===== config.mk =====
export PLATFORM = sky130hd
export DESIGN_NAME = key_debounce_multi
export DESIGN_NICKNAME = d
export VERILOG_FILES = /design/src/rtl/key_debounce_multi.sv
export SDC_FILE = /design/constraint.sdc
export NUM_CORES = 1
export LEC_CHECK = 0
export BUFFER_PORTS_ARGS = -buffer_cell sky130_fd_sc_hd__buf_2
export CELL_PAD_IN_SITES_DETAIL_PLACEMENT = 1
export CELL_PAD_IN_SITES_GLOBAL_PLACEMENT = 1
export CORE_AREA = 2 2 139 141
export DETAILED_ROUTE_END_ITERATION = 10
export DIE_AREA = 0 0 141 143
export GPL_ROUTABILITY_DRIVEN = 0
export GPL_TIMING_DRIVEN = 0
export PLACE_DENSITY = 0.57
export SLEW_MARGIN = 20
export SYNTH_ARGS = -nofsm -noshare
export SYNTH_HDL_FRONTEND = slang
export SYNTH_SLANG_ARGS = --single-unit

===== constraint.sdc =====
create_clock -name clk -period 3.6 [get_ports clk]
set_input_delay 0.18 -clock clk [delete_from_list [all_inputs] [get_ports clk]]
set_output_delay 0.18 -clock clk [all_outputs]
set_load 0.05 [all_outputs]

===== src/rtl/key_debounce_multi.sv =====
// -----------------------------------------------------------------------------
// key_debounce_multi
//   N-channel debouncer for active-low push-buttons (pin low = pressed).
//   Each channel has a 2-flop synchroniser, a 4-state debounce FSM and a
//   stability counter. It produces a debounced level plus one-cycle press and
//   release pulses per channel. It sits between the board key pins and the
//   snake direction/control logic.
//
//   Optional feature: define KEY_REPEAT_EN to add per-channel auto-repeat.
//   While a key stays in HELD, extra key_press pulses are generated
//   REPEAT_DELAY cycles after entering HELD, then every REPEAT_PERIOD cycles.
//   The port list is identical in both builds.
//
// Parameters
//   NUM_KEYS       number of independent channels (>=1)
//   DEBOUNCE_CYC   stable cycles required per edge (>=2)
//   REPEAT_DELAY   held cycles before the first auto-repeat (KEY_REPEAT_EN)
//   REPEAT_PERIOD  cycles between later auto-repeats (KEY_REPEAT_EN)
//
// Ports
//   clk          in   system clock, rising edge
//   rst_n        in   asynchronous active-low reset
//   key_in       in   raw asynchronous key pins, 0 = pressed
//   key_level    out  debounced level, 1 = pressed (registered)
//   key_press    out  one-cycle pulse per accepted press / repeat (registered)
//   key_release  out  one-cycle pulse per accepted release (registered)
//   any_press    out  combinational OR of key_press
// -----------------------------------------------------------------------------
module key_debounce_multi #(
    parameter int NUM_KEYS      = 4,
    parameter int DEBOUNCE_CYC  = 500000,
    parameter int REPEAT_DELAY  = 25000000,
    parameter int REPEAT_PERIOD = 5000000
) (
    input  logic                clk,
    input  logic                rst_n,
    input  logic [NUM_KEYS-1:0] key_in,
    output logic [NUM_KEYS-1:0] key_level,
    output logic [NUM_KEYS-1:0] key_press,
    output logic [NUM_KEYS-1:0] key_release,
    output logic                any_press
);

    localparam int CW = $clog2(DEBOUNCE_CYC + 1);
    localparam logic [CW-1:0] CNT_MAX = CW'(DEBOUNCE_CYC - 1);

    // Parameter sanity: the reload scheme for auto-repeat needs
    // REPEAT_DELAY >= REPEAT_PERIOD >= 1.
    localparam bit CFG_OK = (NUM_KEYS >= 1) && (DEBOUNCE_CYC >= 2) &&
                            (REPEAT_PERIOD >= 1) && (REPEAT_DELAY >= REPEAT_PERIOD);

    if (!CFG_OK) begin : g_bad_cfg
        $error("key_debounce_multi: illegal parameter combination");
    end

    typedef enum logic [1:0] {
        IDLE         = 2'd0,
        PRESS_WAIT   = 2'd1,
        HELD         = 2'd2,
        RELEASE_WAIT = 2'd3
    } state_t;

    for (genvar g = 0; g < NUM_KEYS; g++) begin : g_ch
        logic          sync1_r;
        logic          sync2_r;
        logic          key_s;
        state_t        state_r;
        state_t        state_nxt_s;
        logic [CW-1:0] cnt_r;
        logic [CW-1:0] cnt_nxt_s;
        logic          level_r;
        logic          level_nxt_s;
        logic          press_r;
        logic          press_fsm_s;
        logic          press_nxt_s;
        logic          release_r;
        logic          release_nxt_s;
        logic          rpt_hit_s;

        // Two-flop synchroniser; resets to the released level (1).
        always_ff @(posedge clk or negedge rst_n) begin
            if (!rst_n) begin
                sync1_r <= 1'b1;
                sync2_r <= 1'b1;
            end else begin
                sync1_r <= key_in[g];
                sync2_r <= sync1_r;
            end
        end

        assign key_s = sync2_r;

        // FSM, counter and registered outputs.
        always_ff @(posedge clk or negedge rst_n) begin
            if (!rst_n) begin
                state_r   <= IDLE;
                cnt_r     <= {CW{1'b0}};
                level_r   <= 1'b0;
                press_r   <= 1'b0;
                release_r <= 1'b0;
            end else begin
                state_r   <= state_nxt_s;
                cnt_r     <= cnt_nxt_s;
                level_r   <= level_nxt_s;
                press_r   <= press_nxt_s;
                release_r <= release_nxt_s;
            end
        end

        // Next-state logic and pulse generation for the debounce FSM.
        always_comb begin
            state_nxt_s   = state_r;
            level_nxt_s   = level_r;
            press_fsm_s   = 1'b0;
            release_nxt_s = 1'b0;
            case (state_r)
                IDLE: begin
                    if (key_s == 1'b0) begin
                        state_nxt_s = PRESS_WAIT;
                    end else begin
                        state_nxt_s = IDLE;
                    end
                end
                PRESS_WAIT: begin
                    if (key_s == 1'b1) begin
                        state_nxt_s = IDLE;
                    end else if (cnt_r == CNT_MAX) begin
                        state_nxt_s = HELD;
                        level_nxt_s = 1'b1;
                        press_fsm_s = 1'b1;
                    end else begin
                        state_nxt_s = PRESS_WAIT;
                    end
                end
                HELD: begin
                    if (key_s == 1'b1) begin
                        state_nxt_s = RELEASE_WAIT;
                    end else begin
                        state_nxt_s = HELD;
                    end
                end
                RELEASE_WAIT: begin
                    if (key_s == 1'b0) begin
                        state_nxt_s = HELD;
                    end else if (cnt_r == CNT_MAX) begin
                        state_nxt_s   = IDLE;
                        level_nxt_s   = 1'b0;
                        release_nxt_s = 1'b1;
                    end else begin
                        state_nxt_s = RELEASE_WAIT;
                    end
                end
                default: begin
                    state_nxt_s = IDLE;
                    level_nxt_s = 1'b0;
                end
            endcase
        end

        // Stability counter: cleared on any transition, saturating at CNT_MAX.
        always_comb begin
            if (state_nxt_s != state_r) begin
                cnt_nxt_s = {CW{1'b0}};
            end else if (cnt_r < CNT_MAX) begin
                cnt_nxt_s = cnt_r + {{(CW-1){1'b0}}, 1'b1};
            end else begin
                cnt_nxt_s = cnt_r;
            end
        end

`ifdef KEY_REPEAT_EN
        localparam int RW = $clog2(REPEAT_DELAY + 1);
        localparam logic [RW-1:0] RPT_FIRST  = RW'(REPEAT_DELAY - 1);
        localparam logic [RW-1:0] RPT_RELOAD = RW'(REPEAT_DELAY - REPEAT_PERIOD);

        logic [RW-1:0] rcnt_r;
        logic [RW-1:0] rcnt_nxt_s;

        // Repeat counter register.
        always_ff @(posedge clk or negedge rst_n) begin
            if (!rst_n) begin
                rcnt_r <= {RW{1'b0}};
            end else begin
                rcnt_r <= rcnt_nxt_s;
            end
        end

        // Repeat pulse fires only while staying in HELD. After a pulse the
        // counter reloads so the next hit lands REPEAT_PERIOD cycles later.
        always_comb begin
            rpt_hit_s = 1'b0;
            if ((state_r != HELD) || (state_nxt_s != HELD)) begin
                rcnt_nxt_s = {RW{1'b0}};
            end else if (rcnt_r == RPT_FIRST) begin
                rpt_hit_s  = 1'b1;
                rcnt_nxt_s = RPT_RELOAD;
            end else begin
                rcnt_nxt_s = rcnt_r + {{(RW-1){1'b0}}, 1'b1};
            end
        end
`else
        assign rpt_hit_s = 1'b0;
`endif

        assign press_nxt_s    = press_fsm_s | rpt_hit_s;
        assign key_level[g]   = level_r;
        assign key_press[g]   = press_r;
        assign key_release[g] = release_r;
    end

    assign any_press = |key_press;

endmodule


==> impl_metrics.json, run 1 <==
{
  "cts.path.max_buffers": 2,
  "io_buffers": 18,
  "final_cell_mix": "dfrtp_1 (96), a21oi_1 (50), nand2_1 (42), nor2_1 (36), o21ai_0 (33)",
  "cp.arrival_ps": 3060,
  "power.density_nw_per_um2": 384,
  "r2r_cells": 6,
  "cts_buffers": 9,
  "synth_cell_types": 64,
  "cp_common_cell": "nand2_1",
  "layout.nets": 621,
  "cts_tree": "done",
  "grt_util_all_layers_pct": 14.7,
  "layout_commonest_cell": "dfrtp_1",
  "initial_core_util_pct": 29.7,
  "detail-route-antenna-nets": 0,
  "drv_slew": 0,
  "crit_family": "simple AND/OR/NAND/NOR gates",
  "place_inst": 829,
  "dr_total_vias": 4613,
  "synthMuxAreaShare_pct": 1.27,
  "critical_path.cell_chain": "or4b_2, nor4_1, nand2_1, nand2_1, buf_2, nor2_1",
  "yosys.area_share.simple_pct": 24.4,
  "routedWlPerCell_um": 16.4,
  "async_flop_share_pct": 100,
  "netlist_instances": 576,
  "final.fill_count": 2113,
  "vdd_ir_drop_max_mv": 0.247,
  "leakage_nw": 2.59,
  "clk_pin_slew_ps": 70,
  "fin_crit_ps": 2830,
  "synth.avg_cell_area_um2": 9.58,
  "root_buffer": "clkbuf_16",
  "drt_iter0_markers": 260,
  "synth_edf_count": 0,
  "cp.required_ps": 3840,
  "endpoint_kind": "flop",
  "synth_seq_cells": 104,
  "hold_class": "in -> async",
  "grt_remaining_overflow": 0,
  "tightest_slew_ps": 970,
  "synth_xor_area_share_pct": 3.81,
  "grt_pass1_vias": 4783,
  "setup.worst_path.start": "g_ch[1].cnt_r[14]",
  "coreArea_um2": 18600,
  "grt_max_degree": 73,
  "ff2ff_setup_slack_ps": 770,
  "rsz0062_at_grt": "false",
  "fin_crit_sh_pct": 78.5,
  "via_per_inst": 5.43,
  "boundaryPins": 19,
  "dp_slack_ps": 749,
  "synth_compound_area_share_pct": 18.1,
  "setup_tns_ps": 0,
  "drive_gt1_share_pct": 13.1,
  "reg2reg_from": "g_ch[1].cnt_r[14]",
  "diodes": 0,
  "cts.sinks": 104,
  "reg2reg_to": "g_ch[1].cnt_r[5]",
  "routed_wl_mm": 14.0,
  "path_buf_inv": 1,
  "grt_pass1_wl_mm": 24.0,
  "antenna_found_initial": 0,
  "syn_area_um2": 5520,
  "stdcell_count": 850,
  "htreeDepth": 3,
  "synthFlopType": "dfrtp_1",
  "dp_hpwl_mm": 9.81,
  "cp_max_fo": 10,
  "relSlewSlack_pct": 34.8,
  "die_y_um": 143,
  "cpPeakStageDelay_ps": 680,
  "rows": 50,
  "synth_fa_ha_area_share_pct": 0.907,
  "clock_latency_ps": 350,
  "die-area_um2": 20200,
  "startpoint_type": "flop",
  "area_growth_pct": 14.2,
  "final-hold-violation-count": 0,
  "worst_slack_ps": 774,
  "setup_violations": 0,
  "status": "completed",
  "fin_util_pct": 33.9,
  "post_cts_buffers": 0,
  "drc_errors": 0,
  "seq_area_frac_synth_pct": 47.4,
  "ys_warn_count": 0,
  "cp_slowest_cell": "or4b_2",
  "skew_ps": 5.11,
  "die_w_um": 141,
  "drtPass1Iterations": 4,
  "maxCapViolations": 0,
  "synth_nets": 586,
  "synth_top_family_by_area": "simple AND/OR/NAND/NOR gates",
  "crit_type": "reg -> reg",
  "fmax_mhz": 354
}
[synthesized netlist by cell type, types with 2 or more instances]
cell type / n / area, um^2
and3_1: 8 / 50.1
o211a_1: 2 / 20.0
o2111ai_1: 2 / 17.5
mux2i_1: 7 / 70.1
a211o_1: 2 / 17.5
clkbuf_1: 9 / 33.8
a31oi_1: 3 / 18.8
nand2b_1: 4 / 25.0
inv_1: 19 / 71.3
nand2_1: 42 / 158
nand4_1: 21 / 131
o21a_1: 6 / 45.0
buf_4: 13 / 97.6
buf_2: 3 / 15.0
nor4_1: 5 / 31.3
a211oi_1: 6 / 45.0
or2_2: 5 / 31.3
a21o_1: 3 / 22.5
xnor2_1: 12 / 105
and2_1: 6 / 37.5
o21ai_0: 33 / 165
o21bai_1: 2 / 15.0
nand3_1: 29 / 145
and4_1: 6 / 52.6
nor3_1: 11 / 55.1
or3_1: 25 / 156
o31ai_1: 17 / 128
o211ai_1: 7 / 52.6
and3_2: 2 / 15.0
xor2_1: 12 / 105
a21oi_1: 50 / 250
nor4b_1: 3 / 26.3
a2111o_1: 2 / 22.5
dfrtp_1: 96 / 2400
or4_1: 27 / 203
nor2_1: 36 / 135
or4_4: 2 / 22.5
dfstp_2: 8 / 210
a21o_2: 2 / 17.5
ha_1: 4 / 50.1
[repair_timing]
action | in CTS | in global routing
resized for setup | 0 | 0
endpoints found under the hold margin | 34 | 0
hold buffers | 5 | 0
[cells by family (layout without fill, tap and decap cells)]
logic type                 Yosys count  after routing
and+or+nand+nor                    240            240
adders and majority gates            4              4
muxes                                7              7
AOI/OAI and AO/OA                  151            151
xor gates and xnor gates            24             24
DFF                                104            104
buffers and inverters               46             86
[worst max path at each step]
stage / slack, ps / endpoint / depth (start not counted)
final: 770 / g_ch[1].cnt_r[5] / 6
after global routing: 460 / g_ch[1].cnt_r[0] / 7
after CTS: 770 / g_ch[1].cnt_r[5] / 6
after detailed placement: 750 / g_ch[1].cnt_r[5] / 6
after global placement: 890 / g_ch[1].cnt_r[15] / 6
after floorplan: 1260 / g_ch[0].cnt_r[15] / 5
[metal layers]
metal	track usage (%)	share of wire [%]	up-vias
met4	3.58	1.0	0
met2	25.7	49	46
met1	18.6	47	2339
li1	-	-	2218
met5	0	0	-
met3	2.95	2.3	10
[area by class of cell]
class | instances | area (um^2) | share of cell area [%]
sequential | 104 | 2610 | 41.5
clock inverter | 6 | 76.3 | 1.21
clock buffer | 10 | 239 | 3.79
timing repair buffer | 24 | 174 | 2.76
multi-input combinational | 426 | 2670 | 42.4
tap | 234 | 293 | 4.65
inverter | 19 | 71.3 | 1.13
buffer | 27 | 163 | 2.58
[power breakdown]
group	switching, W	internal (W)
Sequential	0.0000318	0.00120
Clock	0.000475	0.000570
Combinational	0.0000957	0.0000485
[sequential cells by signal (all words and copies together) (netlist names)]
signal	count
g_ch.release_r	4
g_ch.press_r	4
g_ch.cnt_r	76
g_ch.sync1_r	4
g_ch.level_r	4
g_ch.key_s	4
g_ch.state_r	8
[stage by stage]
step / hold WS [ps] / instance area [um^2] / power, W
after floorplan: -116 / 5520 / 0.00132
after global placement: 289 / 5900 / 0.00139
after detailed placement: 97.8 / 5930 / 0.00140
after CTS: 281 / 6300 / 0.00247
after global routing: 305 / 6300 / 0.00254
final: 281 / 6300 / 0.00242
Power figures use the tool's default switching activity.
==> inputs of run 2 (changes only) <==
--- a/config.mk
+++ b/config.mk
@@ -5,15 +5,16 @@
 export SDC_FILE = /design/constraint.sdc
 export NUM_CORES = 1
 export LEC_CHECK = 0
+export ABC_AREA = 1
 export BUFFER_PORTS_ARGS = -buffer_cell sky130_fd_sc_hd__buf_2
 export CELL_PAD_IN_SITES_DETAIL_PLACEMENT = 1
 export CELL_PAD_IN_SITES_GLOBAL_PLACEMENT = 1
-export CORE_AREA = 2 2 139 141
+export CORE_AREA = 2 2 159 161
 export DETAILED_ROUTE_END_ITERATION = 10
-export DIE_AREA = 0 0 141 143
+export DIE_AREA = 0 0 161 163
 export GPL_ROUTABILITY_DRIVEN = 0
 export GPL_TIMING_DRIVEN = 0
-export PLACE_DENSITY = 0.57
+export PLACE_DENSITY = 0.59
 export SLEW_MARGIN = 20
 export SYNTH_ARGS = -nofsm -noshare
 export SYNTH_HDL_FRONTEND = slang
==> constraint.sdc (replaced) <==
create_clock -name clk -period 2.9 [get_ports clk]
set_input_delay 0.145 -clock clk [delete_from_list [all_inputs] [get_ports clk]]
set_output_delay 0.145 -clock clk [all_outputs]
set_load 0.05 [all_outputs]
==> run 2 against run 1 <==
Sequential power up 23%. Worst hold slack lost 40 ps. Critical path depth is 3 higher. Critical endpoint is now g_ch[2].cnt_r[9]. First-iteration DRC count shrank 12%. Maximum frequency is 35% higher. Largest cell class unchanged. Non-clock buffer count grew 12. Total power is 19% higher.
==> impl_metrics.json, run 2 <==
{
  "boundaryPins": 19,
  "startpoint_type": "flop",
  "async_flop_share_pct": 100,
  "fmax_mhz": 479,
  "netlist_instances": 1019,
  "status": "completed",
  "cts_hold_buf": 5,
  "fin_crit_sh_pct": 72.0,
  "setup_violations": 0,
  "regMostFlops": "g_ch.cnt_r",
  "grt_util_all_layers_pct": 16.3,
  "io_buffers": 18,
  "worst_slack_ps": 811,
  "drc_errors": 0,
  "detail-route-antenna-nets": 0,
  "tightest_slew_ps": 395,
  "reg.largest.list": "g_ch.cnt_r x76, g_ch.state_r x8",
  "grt_pass1_wl_mm": 34.6,
  "synth.avg_cell_area_um2": 7.12,
  "drtPass1Iterations": 4,
  "final.fill_count": 3128,
  "cp.required_ps": 3140,
  "cts_tree": "done",
  "setup_tns_ps": 0,
  "root_buffer": "clkbuf_16",
  "ys_warn_count": 0,
  "synth_seq_cells": 104,
  "crit_type": "reg -> reg",
  "leakage_nw": 4.13,
  "cts.path.max_buffers": 2,
  "drt_iter0_markers": 230,
  "synthFlopType": "dfrtp_1",
  "die_w_um": 161,
  "synth_common_cells": "nand2_1 (291), nor2_1 (128), nand3_1 (127), inv_1 (115), dfrtp_1 (96)",
  "layout_commonest_cell": "nand2_1",
  "fin_area_um2": 8100,
  "cp.arrival_ps": 2330,
  "cts_buffers": 9,
  "synth_cell_types": 35,
  "final-hold-violation-count": 0,
  "die-area_um2": 26200,
  "synth_top_area_cell": "dfrtp_1",
  "routed_wl_mm": 20.3,
  "grt_pass1_vias": 6781,
  "dp_slack_ps": 761,
  "synth_nets": 1029,
  "diodes": 0,
  "area_growth_pct": 11.7,
  "dp_hpwl_mm": 15.2,
  "drv_slew": 0,
  "cts.sinks": 104,
  "fin_util_pct": 32.8,
  "seq_area_frac_synth_pct": 36.0,
  "maxCapViolations": 0,
  "grt_max_degree": 71,
  "power.density_nw_per_um2": 354,
  "synth_edf_count": 0,
  "htreeDepth": 3,
  "synth.most_common_cell": "nand2_1",
  "stdcell_count": 1389,
  "endpoint_kind": "flop",
  "largest_register_ff_count": 76,
  "hold_class": "in -> async",
  "routedWlPerCell_um": 14.6,
  "place_area_um2": 7790,
  "post_cts_buffers": 0,
  "ctsResizeCount": 0,
  "grt_remaining_overflow": 0,
  "layout.nets": 1064,
  "final_cell_mix": "nand2_1 (291), nor2_1 (128), nand3_1 (127), inv_1 (115), dfrtp_1 (96)",
  "rows": 58,
  "vdd_ir_drop_max_mv": 0.181,
  "place_inst": 1368,
  "die_y_um": 163,
  "via_per_inst": 4.66,
  "fin_crit_ps": 2090,
  "skew_ps": 10.6,
  "cp_max_fo": 10,
  "yosys-top-cells-area": "dfrtp_1 (33%), nand2_1 (15%), nand3_1 (8.8%)",
  "coreArea_um2": 24700,
  "antenna_found_initial": 0,
  "relSlewSlack_pct": 73.7,
  "yosys.area.top_type_share_pct": 33.1,
  "dr_total_vias": 6468,
  "initial_core_util_pct": 29.4,
  "clock_latency_ps": 350,
  "syn_area_um2": 7250,
  "clk_pin_slew_ps": 70,
  "drive_gt1_share_pct": 16.6,
  "rsz0062_at_grt": "false"
}
## run 2: cell count changes in the layout (fill, tap and decap cells not counted), sizes merged, moves of 12 or more
cell	before	now
nand3	29	171
xor2	12	24
or4	29	1
nor2	36	150
nand2	42	311
or3	26	0
o21ai	34	16
buf	36	58
a21oi	51	6
inv	21	123
o31ai	17	0
## run 2: through the flow
stage	power, W	hold WS [ps]
after global placement	0.00173	251
final	0.00287	241
after floorplan	0.00164	-151
after global routing	0.00301	277
after CTS	0.00294	253
after detailed placement	0.00174	77.0
## run 2: cells by family (layout without fill, tap and decap cells)
group	after synthesis	count (layout)	share of synthesized area [%]
fa+ha+maj	4	4	0.690
flops	104	104	36.0
simple gates	682	682	45.5
compound gates	32	32	2.71
buf+inv	165	205	11.2
xor+xnor	32	32	3.86
## run 2: per-layer routing
| layer | up-vias | global-route usage [%] | share of wire (%) |
|---|---|---|---|
| li1 | 3283 | - | - |
| met1 | 3131 | 22.1 | 50 |
| met2 | 41 | 27.9 | 47 |
| met3 | 13 | 1.63 | 1.5 |
| met4 | 0 | 4.42 | 1.2 |
| met5 | - | 0 | 0 |
## run 2: layout make-up
type	count	area [um^2]	area share, %
multi-input combinational	750	3820	47.2
sequential	104	2610	32.3
inverter	126	473	5.84
tap	330	413	5.10
buffer	39	343	4.23
clock buffer	12	236	2.92
timing repair buffer	24	174	2.15
clock inverter	4	22.5	0.278
## run 2: worst paths after layout
| check | start | to | slack (ps) | cells after the start |
|---|---|---|---|---|
| min | rst_n | g_ch[2].cnt_r[8] | 240 | 2 |
| min in group clk | g_ch[1].sync1_r | g_ch[1].key_s | 350 | 0 |
| max reg2reg | g_ch[2].cnt_r[0] | g_ch[2].cnt_r[9] | 810 | 9 |
| max in group asynchronous | rst_n | g_ch[3].key_s | 1910 | 3 |
| min reg2reg | g_ch[1].sync1_r | g_ch[1].key_s | 350 | 0 |
| max | g_ch[2].cnt_r[0] | g_ch[2].cnt_r[9] | 810 | 9 |
## run 2: critical path, cell delays in order, from the launching register on
cell     delay (ps)
dfrtp_1         470
ha_1            390
nand3_1         240
nor2_1          150
nand3_1         120
nand2_1         100
nand2_2         120
buf_2           240
nand3_1          90
nand2_1          60
## run 2: report_power, final
group / internal, W / switching, W / leakage [nW] / total, W
Combinational: 0.0000629 / 0.000135 / 2.60 / 0.000198
Sequential: 0.00148 / 0.0000297 / 1.41 / 0.00151
Clock: 0.000582 / 0.000582 / 0.126 / 0.00116
Total: 0.00212 / 0.000747 / 4.13 / 0.00287
